## src/rtl/load_store_unit.sv

```systemverilog
// ---------------------------------------------------------------------------
// load_store_unit
//
// Purpose: sits between the execute stage and the data memory. It takes one
// load or store request at a time, drives a single data-memory access, waits
// for the memory to acknowledge it, and for loads hands the returned data to
// the register file for one cycle. An access that never completes is
// abandoned after TIMEOUT cycles and leaves a sticky fault flag behind.
//
// Parameters:
//   DATA_WIDTH  data bus and register value width
//   ADDR_WIDTH  data-memory address width
//   TIMEOUT     ACCESS cycles to wait for dmem_ack before giving up (1..255)
//
// Ports:
//   clock, reset            rising-edge clock, asynchronous active-high reset
//   req_valid / req_ready   request handshake from the execute stage
//   req_write               1 = store, 0 = load
//   req_addr, req_wdata     access address and store data
//   req_rd                  load destination register
//   dmem_req, dmem_we       data-memory request strobe and write enable
//   dmem_addr, dmem_wdata   data-memory address and write data
//   dmem_ack, dmem_rdata    access complete and load data (valid with ack)
//   reg_d_enable, reg_d,    register-file write port
//   reg_d_value
//   busy                    an access is in flight
//   fault, fault_clear      sticky timeout flag and its clear
// ---------------------------------------------------------------------------
module load_store_unit #(
   parameter int DATA_WIDTH = 16,
   parameter int ADDR_WIDTH = 16,
   parameter int TIMEOUT    = 255
) (
   input  logic                  clock,
   input  logic                  reset,
   input  logic                  req_valid,
   output logic                  req_ready,
   input  logic                  req_write,
   input  logic [ADDR_WIDTH-1:0] req_addr,
   input  logic [DATA_WIDTH-1:0] req_wdata,
   input  logic [3:0]            req_rd,
   output logic                  dmem_req,
   output logic                  dmem_we,
   output logic [ADDR_WIDTH-1:0] dmem_addr,
   output logic [DATA_WIDTH-1:0] dmem_wdata,
   input  logic                  dmem_ack,
   input  logic [DATA_WIDTH-1:0] dmem_rdata,
   output logic                  reg_d_enable,
   output logic [3:0]            reg_d,
   output logic [DATA_WIDTH-1:0] reg_d_value,
   output logic                  busy,
   output logic                  fault,
   input  logic                  fault_clear
);

   localparam logic [1:0] IDLE      = 2'd0;
   localparam logic [1:0] ACCESS    = 2'd1;
   localparam logic [1:0] WRITEBACK = 2'd2;

   localparam logic [7:0] TIMEOUT_LIMIT = 8'(TIMEOUT);

   logic [1:0] state;
   logic [7:0] waitCount;
   logic [7:0] waitNext;
   logic [3:0] latchedRd;
   logic       accept;
   logic       timeoutHit;

   // Ready is gated by reset so the execute stage never sees a handshake
   // while the unit is being held in reset.
   assign req_ready  = (state == IDLE) && !reset;
   assign busy       = (state != IDLE);
   assign accept     = req_valid && req_ready;
   assign waitNext   = waitCount + 8'd1;
   assign timeoutHit = (state == ACCESS) && !dmem_ack && (waitNext == TIMEOUT_LIMIT);

   // Main sequencer. The dmem_* outputs double as the latched request, so
   // they are only reloaded on accept and stay stable for the whole access.
   // An ack arriving in the last allowed cycle still completes the access.
   always_ff @(posedge clock or posedge reset) begin
      if (reset) begin
         state        <= IDLE;
         waitCount    <= 8'd0;
         latchedRd    <= 4'd0;
         dmem_req     <= 1'b0;
         dmem_we      <= 1'b0;
         dmem_addr    <= '0;
         dmem_wdata   <= '0;
         reg_d_enable <= 1'b0;
         reg_d        <= 4'd0;
         reg_d_value  <= '0;
      end else begin
         case (state)
            IDLE: begin
               if (accept) begin
                  state      <= ACCESS;
                  waitCount  <= 8'd0;
                  latchedRd  <= req_rd;
                  dmem_req   <= 1'b1;
                  dmem_we    <= req_write;
                  dmem_addr  <= req_addr;
                  dmem_wdata <= req_wdata;
               end
            end
            ACCESS: begin
               if (dmem_ack) begin
                  dmem_req <= 1'b0;
                  if (dmem_we) begin
                     state <= IDLE;
                  end else begin
                     state        <= WRITEBACK;
                     reg_d_value  <= dmem_rdata;
                     reg_d        <= latchedRd;
                     reg_d_enable <= (latchedRd != 4'd0);
                  end
               end else if (waitNext == TIMEOUT_LIMIT) begin
                  state    <= IDLE;
                  dmem_req <= 1'b0;
               end else begin
                  waitCount <= waitNext;
               end
            end
            WRITEBACK: begin
               state        <= IDLE;
               reg_d_enable <= 1'b0;
            end
            default: begin
               state        <= IDLE;
               dmem_req     <= 1'b0;
               reg_d_enable <= 1'b0;
            end
         endcase
      end
   end

   // Sticky timeout flag; a timeout in the same cycle as a clear wins so a
   // fresh fault is never lost.
   always_ff @(posedge clock or posedge reset) begin
      if (reset) begin
         fault <= 1'b0;
      end else if (timeoutHit) begin
         fault <= 1'b1;
      end else if (fault_clear) begin
         fault <= 1'b0;
      end
   end

endmodule
```

## config.mk

```make
export PLATFORM = sky130hd
export DESIGN_NAME = load_store_unit
export DESIGN_NICKNAME = d
export VERILOG_FILES = /design/src/rtl/load_store_unit.sv
export SDC_FILE = /design/constraint.sdc
export NUM_CORES = 1
export LEC_CHECK = 0
export CAP_MARGIN = 20
export CORE_ASPECT_RATIO = 1.75
export CORE_UTILIZATION = 46
export DETAILED_ROUTE_END_ITERATION = 7
export PLACE_DENSITY = 0.95
export SLEW_MARGIN = 20
export SYNTH_ARGS = -nofsm -noshare
export SYNTH_HDL_FRONTEND = slang
export SYNTH_SLANG_ARGS = --single-unit
```

## constraint.sdc

```tcl
create_clock -name clock -period 3.92 [get_ports clock]
set_clock_uncertainty 0.2 [all_clocks]
set_input_delay 0.784 -clock clock [delete_from_list [all_inputs] [get_ports clock]]
set_output_delay 0.784 -clock clock [all_outputs]
set_load 0.03 [all_outputs]
```

==> impl_metrics.py <==
metrics = {
    "outcome": {
        "outcome": "completed",
    },
    "setup_path": {
        "critPathMaxStageDelay_ps": 710,
        "crit_chain": "clkdlybuf4s50_1 > nor3_1 > clkdlybuf4s50_1",
        "critPathRequiredTime_ps": 2940,
        "cp.arrival_ps": 2150,
        "cpMostUsedCell": "clkdlybuf4s50_1",
        "cp_slowest_cell": "clkdlybuf4s50_1",
        "critPathMaxFanout": 2,
        "end_kind": "output pin",
        "critPathKind": "in2out",
        "startpoint_type": "input pin",
    },
    "final_layout": {
        "drive_gt1_share_pct": 26.2,
        "final_common_cell": "clkdlybuf4s50_1",
        "fin_util_pct": 72.0,
        "nNetsFinal": 374,
        "final.fill_count": 407,
        "multiInputGateArea_um2": 1000,
        "final_cell_mix": "clkdlybuf4s50_1 (115), dfrtp_1 (70), mux2_2 (57)",
        "seqCellArea_um2": 1750,
        "area_growth_pct": 51.1,
        "insertedDiodeCount": 0,
        "layout.cells.non_filler": 395,
    },
    "grt": {
        "grt_max_degree": 46,
        "grt-ovfl-total": 0,
        "grt_pass1_wl_um": 10600,
        "grt_pass1_vias": 2249,
        "grt_usage_pct": 23.4,
        "antenna_found_initial": 0,
    },
    "timing": {
        "setup_violations": 0,
        "period_minus_slack_ps": 3130,
        "whs_ps": 272,
        "tightestPinTransition_ps": 576,
        "relSlewSlack_pct": 61.6,
        "setup_tns_ps": 0,
        "hold_viol_final": 0,
        "finalMaxSlewViolations": 0,
        "worst_slack_ps": 789,
        "grt_setup_unrepaired": "false",
        "period_share_pct": 79.9,
        "fmax_ghz": 0.319,
    },
    "synthesis": {
        "yosysSeqAreaShare_pct": 62.5,
        "syn_inst": 190,
        "netlist_area_um2": 2800,
        "synth.distinct_cells": 33,
        "synthArstFlopShare_pct": 100,
        "syn_avg_cell_area_um2": 14.8,
        "synth_fp_nets": 250,
        "yosysWarnings": 0,
        "synthFlopType": "dfrtp_1",
        "synth-edff-count": 0,
        "synth-seq-cells": 70,
    },
    "floorplan": {
        "start_util_pct": 47.7,
        "rows": 37,
        "core_um2": 5880,
        "die_area_um2": 6420,
        "die_h_um": 105,
        "die_w_um": 61.0,
        "ios": 116,
    },
    "placed_design": {
        "dp_hpwl_um": 4880,
        "portBuffers": 115,
        "dp_worst_setup_slack_ps": 785,
        "place_congestion": 0.773,
        "dp_cells": 381,
    },
    "drt": {
        "ant_nets": 0,
        "vias": 2048,
        "viasPerCell": 5.18,
        "firstDrtPassIters": 4,
        "routedWlPerCell_um": 16.6,
        "drtIter0Drc": 85,
        "finalWirelength_um": 6570,
        "drc": 0,
    },
    "cts": {
        "cts_hold_buf": 0,
        "clk_latency_ps": 340,
        "htreeDepth": 3,
        "cts_tree": "yes",
        "cts_resized": 0,
        "clockRootBuffer": "clkbuf_8",
        "cts_sinks": 70,
        "cts_setup_buffers": 0,
        "clockBufferDepth": 2,
        "cts_buffers": 9,
        "clkSlewWorstSetupHoldPaths_ps": 60,
    },
    "power_and_ir_drop": {
        "internal_power_uw": 1830,
        "p_leak_uw": 0.00175,
        "sw_frac_of_total_pct": 36.3,
        "combPwrFrac_pct": 44.1,
        "seqPwrFrac_pct": 38.0,
        "clock_power_share_pct": 18.0,
        "power.switching_uw": 1040,
        "power.density_nw_per_um2": 677,
        "irDropWorstVdd_mv": 0.446,
    },
    "hold_path": {
        "hp-class": "reg2reg",
    },
    "run": {
        "maxCapViolCount": 0,
    },
}
==> cell families (layout without fill, tap and decap cells) <==
kind of cell | Yosys count | after routing | share of synthesized area, %
fa+ha+maj | 2 | 2 | 0.893
buf+inv | 13 | 140 | 2.01
compound gates | 19 | 19 | 5.40
simple gates | 25 | 25 | 5.00
mux | 58 | 58 | 23.3
flops | 70 | 70 | 62.5
xor+xnor | 3 | 3 | 0.938
==> path summary, 6_finish.rpt <==
kind	cells past startpoint	end	start	slack [ps]
max reg2reg	7	waitCount[0]	waitCount[1]	1510
max	3	req_ready	reset	790
min reg2reg	1	reg_d_enable	state[1]	270
min	1	reg_d_enable	state[1]	270
min in group asynchronous	3	waitCount[5]	reset	650
max in group asynchronous	3	reg_d_value[6]	reset	2360
==> power groups by stage <==
stage	Clock [µW]	Combinational, µW	Sequential [µW]
floorplan	0	286	1510
global placement	0	1250	1090
detailed placement	0	1270	1110
CTS	534	1280	1090
global route	553	1320	1120
finish	515	1260	1090
==> critical path, delay by kind of cell <==
kind / cells / cell delay (ps)
simple gates: 1 / 210
buf+inv: 2 / 1150
==> per-stage QoR <==
step | area (µm²) | power, µW
2_1_floorplan | 2800 | 1800
3_3_place_gp | 4060 | 2330
3_5_place_dp | 4060 | 2380
4_1_cts | 4240 | 2900
5_1_grt | 4240 | 2990
6_report | 4240 | 2870
==> Yosys cell counts (all sizes together) (2+ instances only) <==
library cell,instances,area [µm²]
dfrtp,70,1750
mux2,57,642
o21ai,7,38.8
buf,6,30.0
inv,6,22.5
nor2,5,18.8
nand2b,3,18.8
nand3,3,20.0
o2bb2ai,3,26.3
a21oi,2,10.0
and2,2,12.5
ha,2,25.0
nand2,2,7.51
nand4,2,12.5
nor3,2,10.0
nor3b,2,15.0
o31ai,2,15.0
xor2,2,17.5
==> layer usage <==
layer	vias to the layer above	share of wire [%]	GRT usage, %
li1	919	-	-
met1	1020	33	24.7
met2	84	56	38.3
met3	25	5.3	6.87
met4	0	5.1	16.1
met5	-	0	0
==> registers in the layout, indices dropped and copies added (netlist names), 2 cells and up <==
register,count
state,2
waitCount,8
dmem_addr,16
latchedRd,4
dmem_wdata,16
reg_d,4
reg_d_value,16
==> layout make-up <==
type,count,area share [%]
Clock buffer,13,3.99
Clock inverter,1,0.118
Inverter,6,0.532
Multi-Input combinational cell,107,23.6
Sequential cell,70,41.4
Tap cell,78,2.30
Timing Repair Buffer,120,28.1
No activity file was read; power rests on OpenSTA's default activity.
